==> src/rtl/seg_pkg.sv <==
// rtl/seg_pkg.sv - shared seven-segment code, pattern and digit-select constants
//
// Purpose: one table of display codes, segment patterns and fnd_pos one-hot
//          values, shared by the display scanner and the capture monitor.
// Ports:   none (package).
package seg_pkg;

   // 4-bit display codes
   localparam logic [3:0] SN = 4'd0;   // blank
   localparam logic [3:0] SA = 4'd1;
   localparam logic [3:0] SS = 4'd2;
   localparam logic [3:0] S0 = 4'd3;
   localparam logic [3:0] S1 = 4'd4;
   localparam logic [3:0] S2 = 4'd5;
   localparam logic [3:0] S3 = 4'd6;
   localparam logic [3:0] S4 = 4'd7;
   localparam logic [3:0] S5 = 4'd8;
   localparam logic [3:0] S6 = 4'd9;
   localparam logic [3:0] S7 = 4'd10;
   localparam logic [3:0] S8 = 4'd11;
   localparam logic [3:0] S9 = 4'd12;
   localparam logic [3:0] SX = 4'd15;  // undecodable pattern

   // Segment patterns, bit7..bit0 = a,b,c,d,e,f,g,dp
   localparam logic [7:0] PAT_N = 8'b0000_0000;
   localparam logic [7:0] PAT_A = 8'b1100_0110;
   localparam logic [7:0] PAT_S = 8'b0011_1010;
   localparam logic [7:0] PAT_0 = 8'b1111_1100;
   localparam logic [7:0] PAT_1 = 8'b0110_0000;
   localparam logic [7:0] PAT_2 = 8'b1101_1010;
   localparam logic [7:0] PAT_3 = 8'b1111_0010;
   localparam logic [7:0] PAT_4 = 8'b0110_0110;
   localparam logic [7:0] PAT_5 = 8'b1011_0110;
   localparam logic [7:0] PAT_6 = 8'b1011_1110;
   localparam logic [7:0] PAT_7 = 8'b1110_0100;
   localparam logic [7:0] PAT_8 = 8'b1111_1110;
   localparam logic [7:0] PAT_9 = 8'b1111_0110;

   // Active-low one-hot digit selects; digit0 is the leftmost digit
   localparam logic [5:0] POS_D0  = 6'b011111;
   localparam logic [5:0] POS_D1  = 6'b101111;
   localparam logic [5:0] POS_D2  = 6'b110111;
   localparam logic [5:0] POS_D3  = 6'b111011;
   localparam logic [5:0] POS_D4  = 6'b111101;
   localparam logic [5:0] POS_D5  = 6'b111110;
   localparam logic [5:0] POS_OFF = 6'b111111;

   // Scanner-side encode; seg_pattern_decode is its exact inverse.
   function automatic logic [7:0] seg_encode(input logic [3:0] code);
      case (code)
         SA:      return PAT_A;
         SS:      return PAT_S;
         S0:      return PAT_0;
         S1:      return PAT_1;
         S2:      return PAT_2;
         S3:      return PAT_3;
         S4:      return PAT_4;
         S5:      return PAT_5;
         S6:      return PAT_6;
         S7:      return PAT_7;
         S8:      return PAT_8;
         S9:      return PAT_9;
         default: return PAT_N;
      endcase
   endfunction

endpackage

==> src/rtl/seven_segment_capture_if.sv <==
// rtl/seven_segment_capture_if.sv - multiplexed seven-segment bus
//
// Purpose: digit-select plus segment-pattern bus between scanner and capture.
// Signals: fnd_pos  [5:0] active-low one-hot digit select, 6'b111111 = all off
//          fnd_data [7:0] segment pattern a..g,dp, valid with fnd_pos
// Modports: master = scanner (drives), slave = capture (samples).
interface seven_segment_capture_if;
   logic [5:0] fnd_pos;
   logic [7:0] fnd_data;

   modport master (output fnd_pos, output fnd_data);
   modport slave  (input  fnd_pos, input  fnd_data);
endinterface

==> src/rtl/seg_pattern_decode.sv <==
// rtl/seg_pattern_decode.sv - segment pattern to display code decoder
//
// Purpose: combinational inverse of seg_encode.
// Ports:   pat_i     [7:0] segment pattern
//          code_o    [3:0] display code, SX for an unknown pattern
//          invalid_o       high when pat_i is not in the table
module seg_pattern_decode
   import seg_pkg::*;
(
   input  logic [7:0] pat_i,
   output logic [3:0] code_o,
   output logic       invalid_o
);

   always_comb begin
      code_o    = SX;
      invalid_o = 1'b0;
      case (pat_i)
         PAT_N:   code_o = SN;
         PAT_A:   code_o = SA;
         PAT_S:   code_o = SS;
         PAT_0:   code_o = S0;
         PAT_1:   code_o = S1;
         PAT_2:   code_o = S2;
         PAT_3:   code_o = S3;
         PAT_4:   code_o = S4;
         PAT_5:   code_o = S5;
         PAT_6:   code_o = S6;
         PAT_7:   code_o = S7;
         PAT_8:   code_o = S8;
         PAT_9:   code_o = S9;
         default: invalid_o = 1'b1;
      endcase
   end

endmodule

==> src/rtl/seven_segment_capture.sv <==
// rtl/seven_segment_capture.sv - seven-segment bus capture and frame checker
//
// Purpose: samples the scanner bus, decodes each digit, rebuilds the 24-bit
//          display word per in-order scan frame and tracks blink intervals.
// Ports:   clk, rst_n       clock, asynchronous active-low reset
//          bus (slave)      fnd_pos / fnd_data from the scanner
//          display [23:0]   last committed frame, digit0 in [23:20]
//          frame_valid      one-cycle pulse when display updates
//          blanked          qualified blank interval in progress
//          blinking         a blank interval was seen recently
//          pat_err          one-cycle pulse, undecodable pattern
//          seq_err          one-cycle pulse, out-of-order or illegal digit select
module seven_segment_capture
   import seg_pkg::*;
#(
   parameter int unsigned BLANK_MIN     = 16,
   parameter int unsigned BLINK_TIMEOUT = 1000000,
   parameter int unsigned CNT_W         = 32
) (
   input  logic                   clk,
   input  logic                   rst_n,
   seven_segment_capture_if.slave bus,
   output logic [23:0]            display,
   output logic                   frame_valid,
   output logic                   blanked,
   output logic                   blinking,
   output logic                   pat_err,
   output logic                   seq_err
);

   localparam logic [CNT_W-1:0] BLANK_LAST = CNT_W'(BLANK_MIN - 1);
   localparam logic [CNT_W-1:0] TMO_LAST   = CNT_W'(BLINK_TIMEOUT - 1);
   localparam logic [CNT_W-1:0] CNT_ONE    = CNT_W'(1);

   logic [5:0]       pos_q;
   logic [7:0]       data_q;
   logic [2:0]       exp_q,         exp_d;
   logic [4:0][3:0]  shadow_q,      shadow_d;
   logic [CNT_W-1:0] blank_cnt_q,   blank_cnt_d;
   logic [CNT_W-1:0] tmo_q,         tmo_d;
   logic [23:0]      display_q,     display_d;
   logic             frame_valid_q, frame_valid_d;
   logic             blanked_q,     blanked_d;
   logic             blinking_q,    blinking_d;
   logic             pat_err_q,     pat_err_d;
   logic             seq_err_q,     seq_err_d;

   logic [2:0] pos_idx;
   logic       pos_valid;
   logic       pos_blank;
   logic [3:0] code;
   logic       code_invalid;

   seg_pattern_decode u_decode (
      .pat_i     (data_q),
      .code_o    (code),
      .invalid_o (code_invalid)
   );

   always_comb begin
      pos_idx   = 3'd0;
      pos_valid = 1'b1;
      case (pos_q)
         POS_D0:  pos_idx = 3'd0;
         POS_D1:  pos_idx = 3'd1;
         POS_D2:  pos_idx = 3'd2;
         POS_D3:  pos_idx = 3'd3;
         POS_D4:  pos_idx = 3'd4;
         POS_D5:  pos_idx = 3'd5;
         default: pos_valid = 1'b0;
      endcase
   end

   assign pos_blank = (pos_q == POS_OFF);

   always_comb begin
      exp_d         = exp_q;
      shadow_d      = shadow_q;
      blank_cnt_d   = blank_cnt_q;
      tmo_d         = tmo_q;
      display_d     = display_q;
      frame_valid_d = 1'b0;
      blanked_d     = blanked_q;
      blinking_d    = blinking_q;
      pat_err_d     = 1'b0;
      seq_err_d     = 1'b0;

      // Timeout only runs once the blank interval is over.
      if (blanked_q) begin
         tmo_d = '0;
      end else if (blinking_q) begin
         if (tmo_q == TMO_LAST) begin
            blinking_d = 1'b0;
            tmo_d      = '0;
         end else begin
            tmo_d = tmo_q + CNT_ONE;
         end
      end

      if (pos_valid) begin
         blank_cnt_d = '0;
         blanked_d   = 1'b0;
         pat_err_d   = code_invalid;
         if (pos_idx == exp_q) begin
            if (pos_idx == 3'd5) begin
               display_d     = {shadow_q[0], shadow_q[1], shadow_q[2],
                                shadow_q[3], shadow_q[4], code};
               frame_valid_d = 1'b1;
               exp_d         = 3'd0;
            end else begin
               for (int i = 0; i < 5; i++) begin
                  if (pos_idx == 3'(i)) shadow_d[i] = code;
               end
               exp_d = pos_idx + 3'd1;
            end
         end else begin
            seq_err_d = 1'b1;
            // A stray digit0 is the start of a new frame, not just noise.
            if (pos_idx == 3'd0) begin
               shadow_d[0] = code;
               exp_d       = 3'd1;
            end else begin
               exp_d = 3'd0;
            end
         end
      end else if (pos_blank) begin
         if (blank_cnt_q != '1) blank_cnt_d = blank_cnt_q + CNT_ONE;
         // Qualifying blank: aborts the partial frame and restarts the
         // blink timeout; overrides a timeout expiring on the same edge.
         if (blank_cnt_q == BLANK_LAST) begin
            blanked_d  = 1'b1;
            blinking_d = 1'b1;
            tmo_d      = '0;
            exp_d      = 3'd0;
         end
      end else begin
         seq_err_d = 1'b1;
         exp_d     = 3'd0;
      end
   end

   always_ff @(posedge clk or negedge rst_n) begin
      if (!rst_n) begin
         // Stage 1 resets to all-off so the first edge is a blank, not an illegal select.
         pos_q         <= POS_OFF;
         data_q        <= '0;
         exp_q         <= '0;
         shadow_q      <= '0;
         blank_cnt_q   <= '0;
         tmo_q         <= '0;
         display_q     <= '0;
         frame_valid_q <= 1'b0;
         blanked_q     <= 1'b0;
         blinking_q    <= 1'b0;
         pat_err_q     <= 1'b0;
         seq_err_q     <= 1'b0;
      end else begin
         pos_q         <= bus.fnd_pos;
         data_q        <= bus.fnd_data;
         exp_q         <= exp_d;
         shadow_q      <= shadow_d;
         blank_cnt_q   <= blank_cnt_d;
         tmo_q         <= tmo_d;
         display_q     <= display_d;
         frame_valid_q <= frame_valid_d;
         blanked_q     <= blanked_d;
         blinking_q    <= blinking_d;
         pat_err_q     <= pat_err_d;
         seq_err_q     <= seq_err_d;
      end
   end

   assign display     = display_q;
   assign frame_valid = frame_valid_q;
   assign blanked     = blanked_q;
   assign blinking    = blinking_q;
   assign pat_err     = pat_err_q;
   assign seq_err     = seq_err_q;

endmodule
==> src/flat_wrapper.sv <==
// flat-port wrapper written by rule: the top's interface ports become plain ports
module seven_segment_capture_flat import seg_pkg::*;
#(
   parameter int unsigned BLANK_MIN     = 16,
   parameter int unsigned BLINK_TIMEOUT = 1000000,
   parameter int unsigned CNT_W         = 32
)
  (clk, rst_n, display, frame_valid, blanked, blinking, pat_err, seq_err, bus_fnd_pos, bus_fnd_data);
  seven_segment_capture_if bus_i ();
  input  logic clk;
  input  logic rst_n;
  output logic [23:0] display;
  output logic frame_valid;
  output logic blanked;
  output logic blinking;
  output logic pat_err;
  output logic seq_err;
  input wire logic [$bits(bus_i.fnd_pos)-1:0] bus_fnd_pos;
  input wire logic [$bits(bus_i.fnd_data)-1:0] bus_fnd_data;
  assign bus_i.fnd_pos = bus_fnd_pos;
  assign bus_i.fnd_data = bus_fnd_data;
  seven_segment_capture #(.BLANK_MIN(BLANK_MIN), .BLINK_TIMEOUT(BLINK_TIMEOUT), .CNT_W(CNT_W)) u_core (.clk(clk), .rst_n(rst_n), .bus(bus_i), .display(display), .frame_valid(frame_valid), .blanked(blanked), .blinking(blinking), .pat_err(pat_err), .seq_err(seq_err));
endmodule
==> config.mk <==
export PLATFORM = sky130hd
export DESIGN_NAME = seven_segment_capture_flat
export DESIGN_NICKNAME = d
export VERILOG_FILES = /design/src/rtl/seg_pkg.sv /design/src/rtl/seven_segment_capture_if.sv /design/src/rtl/seg_pattern_decode.sv /design/src/rtl/seven_segment_capture.sv /design/src/flat_wrapper.sv
export SDC_FILE = /design/constraint.sdc
export NUM_CORES = 1
export LEC_CHECK = 0
export ABC_CLOCK_PERIOD_IN_PS = 3800
export BUFFER_PORTS_ARGS = -buffer_cell sky130_fd_sc_hd__buf_2
export CORE_MARGIN = 3
export CORE_UTILIZATION = 45
export CTS_BUF_LIST = sky130_fd_sc_hd__clkbuf_4
export CTS_CLUSTER_DIAMETER = 50
export DETAILED_ROUTE_END_ITERATION = 8
export GPL_ROUTABILITY_DRIVEN = 0
export PLACE_DENSITY = 0.72
export SYNTH_ARGS = -nofsm -noshare
export SYNTH_HDL_FRONTEND = slang
export SYNTH_SLANG_ARGS = --single-unit
==> constraint.sdc <==
create_clock -name clk -period 3.8 [get_ports clk]
set_input_delay 0.57 -clock clk [delete_from_list [all_inputs] [get_ports clk]]
set_output_delay 0.57 -clock clk [all_outputs]
set_load 0.02 [all_outputs]
==> results of run 1 <==
[report_power, final]
group	leakage (nW)	internal [mW]	switching, mW
sequential	1.72	1.48	0.0656
combinational	1.14	0.122	0.156
clock	0.132	0.262	0.537
total	2.99	1.87	0.758
[sequential cells by signal, indices dropped and copies added, names as in the netlist]
signal,flops
u_core.pos_q,6
u_core.data_q,8
u_core.blank_cnt_q,32
u_core.exp_q,3
u_core.seq_err,1
u_core.blinking,1
u_core.tmo_q,32
u_core.blanked,1
u_core.frame_valid,1
u_core.shadow_q,20
u_core.pat_err,1
u_core.display,24
[cell type report]
type	instances	area (µm²)
sequential	130	3260
antenna	1	2.50
clock buffer	17	128
inverter	16	60.1
multi-input combinational	427	2910
fill	1189	6550
tap	176	220
timing repair buffer	49	273
clock inverter	15	109
[worst max-delay path, delay by kind of cell, from the launching register on]
| kind | cells | cell delay [ns] |
|---|---|---|
| buffers and inverters | 1 | 0.31 |
| DFF | 1 | 0.44 |
| and+or+nand+nor | 5 | 1.93 |
[kinds of logic after synthesis]
logic type               after synthesis
buffers and inverters                 43
AND/OR/NAND/NOR                      250
flip-flops                           130
multiplexers                          44
XOR/XNOR                              44
AO/OA/AOI/OAI                         86
adder cells (fa/ha/maj)                3
[placed cells by master (no fill, tap or decap), drive strengths merged, types with 3 or more instances in the layout]
cell,count
dfrtp,124
nor2,56
buf,49
mux2,44
xnor2,34
nand2,31
nand3,30
a21oi,24
nand4,22
o21ai,20
inv,20
nor4,18
or3,17
clkbuf,17
nor3,14
or4,14
and3,11
xor2,10
o31ai,10
clkinv,10
a211oi,7
or2,7
dfstp,6
nor3b,4
and4,4
nand2b,4
o211ai,4
nand3b,3
nor2b,3
ha,3
or4b,3
nor4b,3
[layer usage]
layer / vias to the layer above / track usage [%]
met3: 8 / 4.97
met1: 2379 / 22.9
li1: 2284 / -
met5: - / 0
met4: 0 / 5.61
met2: 82 / 28.0
[worst min-delay path by stage]
stage | endpoint | from
2_1_floorplan | u_core.blank_cnt_q[0] | rst_n
3_3_place_gp | u_core.display[3] | u_core.display[3]
3_5_place_dp | u_core.display[22] | u_core.display[22]
4_1_cts | u_core.blank_cnt_q[2] | rst_n
5_1_grt | u_core.tmo_q[15] | rst_n
6_report | u_core.tmo_q[15] | rst_n
[stage by stage]
step           setup WS [ns]  instance area (µm²)  total power, mW  hold slack [ns]
3_5_place_dp            1.00                 6720             1.86            0.488
5_1_grt                0.812                 6960             2.75           0.0642
3_3_place_gp            1.07                 6720             1.84            0.483
4_1_cts                0.999                 6960             2.65           0.0399
6_report               0.997                 6960             2.63           0.0442
2_1_floorplan           1.31                 6350             1.74            0.274
==> out/metrics.yaml, run 1 <==
run_status:
  status: "finished clean"
global_routing:
  overflow: 0
  grt_pass1_wl_mm: 22.7
  grt_start_max_net_pins: 82
  grt_pass1_vias: 4747
  track_usage_pct: 17.4
  grt_antenna_before_repair: 1
clock_network:
  htreeDepth: 4
  cts_setup_buffers: 0
  post_cts_resized: 0
  cts.clk_slew.worst_paths_ns: 0.11
  cts.sinks: 130
  numCtsBuffers: 17
  holdBufCountCts: 0
  clock_path_buffers: 2
  cts_tree: "done"
  clock_latency_ns: 0.54
  root_buffer: "clkbuf_4"
route:
  met2_length_mm: 6.33
  drc_errors: 0
  wl_met3_um: 568
  viasPerCell: 5.72
  dr.first_iter.drc_count: 360
  dr.pass1.iters: 5
  antenna_left: 0
  vias: 4753
  postRouteWirelength_mm: 13.1
  wl_met1_mm: 6.06
  wl_per_cell_um: 15.7
  top_layer: "met4"
critical_path:
  reg2reg_from: "u_core.tmo_q[12]"
  cp_data_required_time_ns: 4.22
  cp_cell_sequence: "or4b_2, or3_1, or4_1, nand2_1, buf_4, nor2_1"
  reg2reg_to: "u_core.tmo_q[5]"
  endpoint: "u_core.tmo_q[5]"
  reg2regPathDepth: 6
  cp_slowest_cell: "or4b_2"
  critical_path.endpoint_type: "register"
  reg2reg_slack_ns: 1.0
  crit_path_max_incr_delay_ns: 0.67
  arrival_ns: 3.22
  start_kind: "register"
  worstSetupPathType: "reg -> reg"
  crit_start: "u_core.tmo_q[12]"
  critical_path_peak_fanout: 20
sta:
  fmax_ghz: 0.357
  setup_viol: 0
  finalCriticalPeriod_ns: 2.80
  clock_skew_ns: 0.0191
  fin_tns_setup_ns: 0
  tightestPinTransition_ns: 1.05
  fin_crit_sh_pct: 73.8
  drv_slew: 0
  rsz0062_at_grt: "false"
  slew_headroom_pct: 29.9
  finalHoldViolations: 0
finish:
  syn_to_final_growth_pct: 9.62
  layout-drive-gt1-share_pct: 22.6
  final_cells: 831
  nets: 660
  utilization_pct: 51.5
floorplanning:
  ioPinCount: 45
  floorplan.initialDensity_pct: 47.0
  dieArea_um2: 15600
  die_w_um: 125
  row_count: 42
  die_h_um: 125
  core_area_um2: 13500
placement:
  portBuffers: 44
  hpwl_mm: 8.96
  dp_cells: 798
synthesis:
  syn_area_um2: 6350
  yosysWarnings: 0
  ys_ff_latch: 130
  synth-compound-area-share_pct: 8.97
  synth_area_per_cell_um2: 10.6
  ys_types: 63
  synthTopCellsByArea: "dfrtp_1 49%, mux2_2 7.8%, xnor2_1 4.7%"
  synth-adder-area-share_pct: 0.591
  async_reset_ff_share_pct: 100
  synth_top_cell_area_share_pct: 48.9
  synthFlopType: "dfrtp_1"
  syn-num-nets: 619
  yosysTopAreaCell: "dfrtp_1"
  synth_top_family_by_area: "simple AND/OR/NAND/NOR gates"
  synth-simple-area-share_pct: 22.4
  synth-seq-area-share_pct: 51.3
  synth_edf_count: 0
  yosysMostFrequentCell: "dfrtp_1"
  synthTopCellsByCount: "124 x dfrtp_1, 56 x nor2_1, 44 x mux2_2"
  synth_xor_xnor_area_share_pct: 6.07
  syn-instance-count: 600
  synthMuxAreaShare_pct: 7.80
worst_hold_path:
  hold_path.class: "in -> async"
power:
  power_leakage_nw: 2.99
  ir_drop_v: 0.000365
  p_per_area_nw_per_um2: 377
flow_run:
  maxCapViolCount: 0
(Power assumes the default switching activity.)
==> run 2, diff against run 1 <==
--- a/config.mk
+++ b/config.mk
@@ -5,7 +5,8 @@
 export SDC_FILE = /design/constraint.sdc
 export NUM_CORES = 1
 export LEC_CHECK = 0
-export ABC_CLOCK_PERIOD_IN_PS = 3800
+export ABC_AREA = 1
+export ABC_CLOCK_PERIOD_IN_PS = 2700
 export BUFFER_PORTS_ARGS = -buffer_cell sky130_fd_sc_hd__buf_2
 export CORE_MARGIN = 3
 export CORE_UTILIZATION = 45
==> constraint.sdc (replaced) <==
create_clock -name clk -period 2.7 [get_ports clk]
set_input_delay 0.405 -clock clk [delete_from_list [all_inputs] [get_ports clk]]
set_output_delay 0.405 -clock clk [all_outputs]
set_load 0.02 [all_outputs]
==> out/metrics.yaml, run 2 <==
run_status:
  status: "finished clean"
synthesis:
  synthFlopType: "dfrtp_1"
  syn-instance-count: 1032  # +72%
  async_reset_ff_share_pct: 100  # unchanged
  yosysTopAreaCell: "dfrtp_1"
  synthTopCellsByCount: "302 x nand2_1, 159 x nor2_1, 124 x dfrtp_1"
  ys_ff_latch: 130  # unchanged
  yosysMostFrequentCell: "nand2_1"
  synth_top_cell_area_share_pct: 41.9  # -7.0 points
  syn_area_um2: 7400  # +17%
  syn-num-nets: 1051  # +70%
  ys_types: 40  # -37%
  synth_area_per_cell_um2: 7.17  # -32%
  yosysWarnings: 0  # unchanged
  synth-seq-area-share_pct: 44.0  # -7.3 points
  synthTopCellsByArea: "dfrtp_1 42%, nand2_1 15%, nor2_1 8.1%"
  synth_edf_count: 0  # unchanged
power:
  p_int_mw: 2.77  # +48%
  p_per_area_nw_per_um2: 471  # +25%
  ir_drop_v: 0.000393  # +7.6%
  pwr-share-comb_pct: 11.1  # +0.5 points
  netSwitchingPower_mw: 1.12  # +48%
  sw_frac_of_total_pct: 28.9  # about the same
  p_seq_share_pct: 55.1  # -3.9 points
  clockPowerShare_pct: 33.8  # +3.4 points
  power_leakage_nw: 3.92  # +31%
route:
  vias: 6700  # +41%
  dr.first_iter.drc_count: 456  # +27%
  wl_per_cell_um: 13.0  # -17%
  viasPerCell: 5.04  # -12%
  dr.pass1.iters: 5  # unchanged
  antenna_left: 0  # unchanged
  drc_errors: 0  # unchanged
  postRouteWirelength_mm: 17.3  # +33%
global_routing:
  grt_pass1_vias: 6357  # +34%
  grt_pass1_wl_mm: 29.9  # +32%
  overflow: 0  # unchanged
  track_usage_pct: 20.3  # +2.8 points
  grt_start_max_net_pins: 65  # -21%
  grt_antenna_before_repair: 0  # -1
placement:
  portBuffers: 44  # unchanged
  dp_cells: 1282  # +61%
  hpwl_mm: 12.6  # +41%
  dp_slack_ns: 0.433  # -0.568 ns
sta:
  rsz0062_at_grt: "false"
  tightestPinTransition_ns: 0.682  # -0.363 ns
  clock_skew_ns: 0.0185  # -0.000619 ns
  fin_ws_ns: 0.420  # -0.577 ns
  fin_crit_sh_pct: 84.4  # +11 points
  setup_viol: 0  # unchanged
  drv_slew: 0  # unchanged
  finalHoldViolations: 0  # unchanged
  slew_headroom_pct: 54.2  # +24 points
  fmax_ghz: 0.439  # +23%
  fin_tns_setup_ns: 0  # unchanged
  finalCriticalPeriod_ns: 2.28  # -0.523 ns
finish:
  ff_latch_area_um2: 3260  # unchanged
  final_cells: 1329  # +60%
  diodes: 0  # -1
  layout_commonest_cell: "nand2_1"
  multiInputGateArea_um2: 3540  # +22%
  nets: 1119  # +70%
  layout-drive-gt1-share_pct: 11.3  # -11 points
  syn_to_final_growth_pct: 11.7
  final_cell_mix: "302 x nand2_1, 159 x nor2_1, 124 x dfrtp_1"
  n_fill_cell: 1631  # +37%
critical_path:
  reg2regPathDepth: 9  # +3
  reg2reg_to: "u_core.shadow_q[8]"
  start_kind: "register"
  reg2reg_from: "u_core.pos_q[5]"
  worstSetupPathType: "reg -> reg"
  arrival_ns: 2.71  # -0.51 ns
  cp_data_required_time_ns: 3.13  # -1.09 ns
  critical_path.endpoint_type: "register"
  reg2reg_slack_ns: 0.42  # -0.58 ns
  critical_path_peak_fanout: 18  # -10%
floorplanning:
  dieArea_um2: 18000  # +16%
  core_area_um2: 16000  # +18%
  die_w_um: 134  # +7.6%
  ioPinCount: 45  # unchanged
  die_h_um: 134  # +7.6%
  row_count: 46  # +9.5%
  floorplan.initialDensity_pct: 46.3  # -0.75 points
clock_network:
  clock_latency_ns: 0.55  # about the same
  root_buffer: "clkbuf_4"
  htreeDepth: 4  # unchanged
  cts.clk_slew.worst_paths_ns: 0.12  # about the same
  clock_path_buffers: 2  # unchanged
  numCtsBuffers: 17  # unchanged
  cts.sinks: 130  # unchanged
  cts_tree: "done"
  cts_setup_buffers: 0  # unchanged
flow_run:
  maxCapViolCount: 0  # unchanged
worst_hold_path:
  hold_path.class: "in -> async"
==> run 2: cell types whose count changed in the layout (fill, tap and decap cells not counted), moves of 22 or more <==
| cell | delta |
|---|---|
| nor3_1 | +22 |
| xnor2_1 | -30 |
| nand2_1 | +271 |
| inv_1 | +102 |
| mux2_2 | -44 |
| nand3_1 | +67 |
| o21ai_0 | +26 |
| nor2_1 | +103 |
==> run 2: final cells by class <==
cell class,count,share of cell area (%)
Multi-Input combinational cell,757,42.8
Sequential cell,130,39.4
Inverter,125,5.70
Timing Repair Buffer,69,5.46
Tap cell,216,3.27
Clock inverter,14,1.69
Clock buffer,18,1.63
==> run 2: worst max-delay path by stage <==
stage                          start                     end  slack [ns]  depth (start not counted)
3_5_place_dp         u_core.pos_q[0]      u_core.display[22]        0.43                          8
5_1_grt              u_core.pos_q[5]     u_core.shadow_q[13]        0.17                          9
4_1_cts              u_core.pos_q[0]      u_core.display[22]        0.41                          8
3_3_place_gp         u_core.pos_q[0]      u_core.display[23]        0.50                          8
2_1_floorplan  u_core.blank_cnt_q[0]  u_core.blank_cnt_q[12]        0.90                         11
6_report             u_core.pos_q[5]      u_core.shadow_q[8]        0.42                          9
==> run 2: worst max-delay path: stages, from the launching register on <==
cell	delay, ns
dfstp_2	0.58
nand2_2	0.12
nor2_2	0.16
nand2_1	0.08
nand2_1	0.07
inv_1	0.06
nand2_2	0.33
nand4_2	0.43
o21bai_1	0.26
nand2_1	0.08
==> run 2: power groups by stage <==
stage / Combinational (mW) / Clock (mW) / Sequential (mW)
after floorplan: 0.220 / 0 / 2.22
after global placement: 0.412 / 0 / 2.18
after detailed placement: 0.419 / 0 / 2.18
after CTS: 0.438 / 1.35 / 2.15
after global routing: 0.492 / 1.45 / 2.16
final: 0.431 / 1.32 / 2.15
==> run 2: stage by stage <==
| step | total power [mW] | hold slack, ns | area (µm²) | utilization (%) |
|---|---|---|---|---|
| after CTS | 3.93 | 0.392 | 8270 | 51.7 |
| after global placement | 2.59 | 0.430 | 7850 | 49.0 |
| after global routing | 4.10 | 0.416 | 8270 | 51.7 |
| after floorplan | 2.44 | 0.109 | 7400 | - |
| after detailed placement | 2.60 | 0.431 | 7850 | 49.0 |
| final | 3.89 | 0.390 | 8270 | 51.7 |
==> run 2: timing repair <==
| action | CTS | global route |
|---|---|---|
| endpoints found under the setup margin | 0 | 0 |
| resized for setup | 0 | 0 |
| hold endpoints to repair | 74 | 0 |
| hold buffers | 15 | 0 |
==> run 2: metal layers <==
| layer | wire length [µm] | share of wire, % | GRT usage [%] | vias up |
|---|---|---|---|---|
| li1 | - | - | - | 3418 |
| met1 | 8290 | 48 | 27.7 | 3122 |
| met2 | 8060 | 47 | 32.6 | 127 |
| met3 | 585 | 3.4 | 4.50 | 33 |
| met4 | 384 | 2.2 | 5.94 | 0 |
| met5 | 0 | 0 | 0 | - |
==> run 2: cells by family (layout without fill, tap and decap cells) <==
group           Yosys count  after routing  share of synthesized area [%]
simple gates            639            639                           37.3
buf+inv                 145            226                           8.11
flops                   130            130                           44.0
compound gates           90             90                           7.05
xor+xnor                 25             25                           2.96
fa+ha+maj                 3              3                          0.507
==> run 3, diff against run 2 <==
--- a/config.mk
+++ b/config.mk
@@ -6,7 +6,7 @@
 export NUM_CORES = 1
 export LEC_CHECK = 0
 export ABC_AREA = 1
-export ABC_CLOCK_PERIOD_IN_PS = 2700
+export ABC_CLOCK_PERIOD_IN_PS = 2300
 export BUFFER_PORTS_ARGS = -buffer_cell sky130_fd_sc_hd__buf_2
 export CORE_MARGIN = 3
 export CORE_UTILIZATION = 45
==> constraint.sdc (replaced) <==
create_clock -name clk -period 2.3 [get_ports clk]
set_input_delay 0.345 -clock clk [delete_from_list [all_inputs] [get_ports clk]]
set_output_delay 0.345 -clock clk [all_outputs]
set_load 0.02 [all_outputs]
==> out/metrics.yaml, run 3 (synthesized netlist as in run 2, its figures left out) <==
route:
  antenna_left: 0  # unchanged
  vias: 6798  # +1.5%
  viasPerCell: 5.08  # +0.70%
  wl_per_cell_um: 13.0  # -0.13%
  dr.first_iter.drc_count: 428  # -6.1%
  drc_errors: 0  # unchanged
  dr.pass1.iters: 8  # +3
  postRouteWirelength_mm: 17.4  # +0.62%
placement:
  dp_slack_ns: 0.147  # -0.285 ns
  hpwl_mm: 13.0  # +2.8%
  place_area_um2: 7950  # +1.3%
  portBuffers: 44  # unchanged
floorplanning:
  core_area_um2: 16000  # unchanged
  dieArea_um2: 18000  # unchanged
  floorplan.initialDensity_pct: 46.3  # unchanged
  ioPinCount: 45  # unchanged
  die_h_um: 134  # unchanged
  die_w_um: 134  # unchanged
  row_count: 46  # unchanged
power:
  finalPower_mw: 4.38  # +13%
  ir_drop_v: 0.000348  # -11%
  p_per_area_nw_per_um2: 526  # +12%
  power_leakage_nw: 3.98  # +1.4%
sta:
  slew_headroom_pct: 72.5  # +18 points
  drv_slew: 0  # unchanged
  fmax_ghz: 0.467  # +6.4%
  rsz0062_at_grt: "true"
  finalHoldViolations: 0  # unchanged
  finalCriticalPeriod_ns: 2.14  # -0.137 ns
  fin_ws_ns: 0.157  # -0.263 ns
  clock_skew_ns: 0.0239  # +0.00540 ns
  fin_crit_sh_pct: 93.2  # +8.7 points
  tightestPinTransition_ns: 0.409  # -0.273 ns
  fin_hold_ws_ns: 0.224  # -0.166 ns
  setup_viol: 0  # unchanged
global_routing:
  track_usage_pct: 20.4  # +0.15 points
  grt_pass1_vias: 6469  # +1.8%
  use_met3_pct: 4.84  # +0.34 points
  grt_start_max_net_pins: 82  # +26%
  grt.met1_usage_pct: 27.3  # -0.43 points
  met2_usage_pct: 32.5  # -0.056 points
  overflow: 0  # unchanged
  grt_antenna_before_repair: 0  # unchanged
  grt_busiest_layer: "met2"
  grt_pass1_wl_mm: 29.8  # -0.39%
finish:
  final_cell_mix: "302 x nand2_1, 159 x nor2_1, 123 x dfrtp_1"
  diodes: 0  # unchanged
  layout_commonest_cell: "nand2_1"
  utilization_pct: 52.1  # +0.39 points
  layout-drive-gt1-share_pct: 12.2  # +0.88 points
  final_cell_area_um2: 8330  # +0.76%
  syn_to_final_growth_pct: 12.6
  nets: 1129  # +0.89%
  n_fill_cell: 1610  # -1.3%
critical_path:
  cp_top_family: "simple AND/OR/NAND/NOR gates"
  start_kind: "register"
  critical_path_peak_fanout: 19  # +1
  path_buf_inv: 2  # +1
  arrival_ns: 2.56  # -0.15 ns
  cp_slowest_cell: "dfrtp_2"
  cp_data_required_time_ns: 2.72  # -0.41 ns
  crit_path_max_incr_delay_ns: 0.46  # -0.12 ns
  worstSetupPathType: "reg -> reg"
  critical_path.endpoint_type: "register"
  cp_cell_sequence: "ha_1, nand3_2, inv_2, nand2_2, nor2_4, nand2_1, a21oi_4, buf_4, o21ai_0"
worst_hold_path:
  hold_path.class: "in -> async"
flow_run:
  maxCapViolCount: 0  # unchanged
clock_network:
  cts.sinks: 130  # unchanged
  numCtsBuffers: 17  # unchanged
  cts_tree: "done"
  clock_path_buffers: 2  # unchanged
  cts.clk_slew.worst_paths_ns: 0.13  # about the same
  htreeDepth: 4  # unchanged
  root_buffer: "clkbuf_4"
  clock_latency_ns: 0.55  # about the same
run_status:
  status: "finished clean"
run 3: worst paths after layout:
check | start | slack, ns | to | cells after the start
min | rst_n | 0.22 | u_core.blanked | 2
max reg2reg | u_core.blank_cnt_q[0] | 0.16 | u_core.blank_cnt_q[25] | 9
min in group clk | bus_fnd_data[0] | 0.44 | u_core.data_q[0] | 2
min reg2reg | u_core.display[16] | 0.50 | u_core.display[16] | 2
max | u_core.blank_cnt_q[0] | 0.16 | u_core.blank_cnt_q[25] | 9
max in group asynchronous | rst_n | 1.32 | u_core.pos_q[5] | 3
run 3: report_power, final:
part	switching (mW)	total, mW	internal, mW	leakage, nW
registers	0.0955	2.52	2.43	1.74
clock network	0.861	1.34	0.478	0.125
logic	0.337	0.522	0.185	2.11
total	1.29	4.38	3.09	3.98
run 3: layout make-up:
type	instances	area, µm²	share of cell area, %
Clock buffer	22	165	1.98
Clock inverter	10	62.6	0.751
Inverter	125	472	5.66
Multi-Input combinational cell	757	3550	42.6
Sequential cell	130	3260	39.1
Tap cell	216	270	3.24
Timing Repair Buffer	79	552	6.62
run 3: stage by stage:
stage / cells / setup TNS, ns
floorplan: 1032 / 0
global placement: 1292 / 0
detailed placement: 1292 / 0
CTS: 1339 / 0
global route: 1339 / -0.0298
finish: 1339 / 0
run 3: routing by layer:
layer | part of all wire [%] | vias to the layer above
li1 | - | 3439
met1 | 46 | 3160
met5 | 0 | -
met3 | 4.7 | 38
met4 | 2.5 | 0
met2 | 47 | 161
run 3: repair_timing:
action | CTS | global route
resized for setup | 0 | 2
hold buffers | 15 | 0
endpoints found under the hold margin | 61 | 0
setup buffers | 0 | 0
setup endpoints to repair | 0 | 6
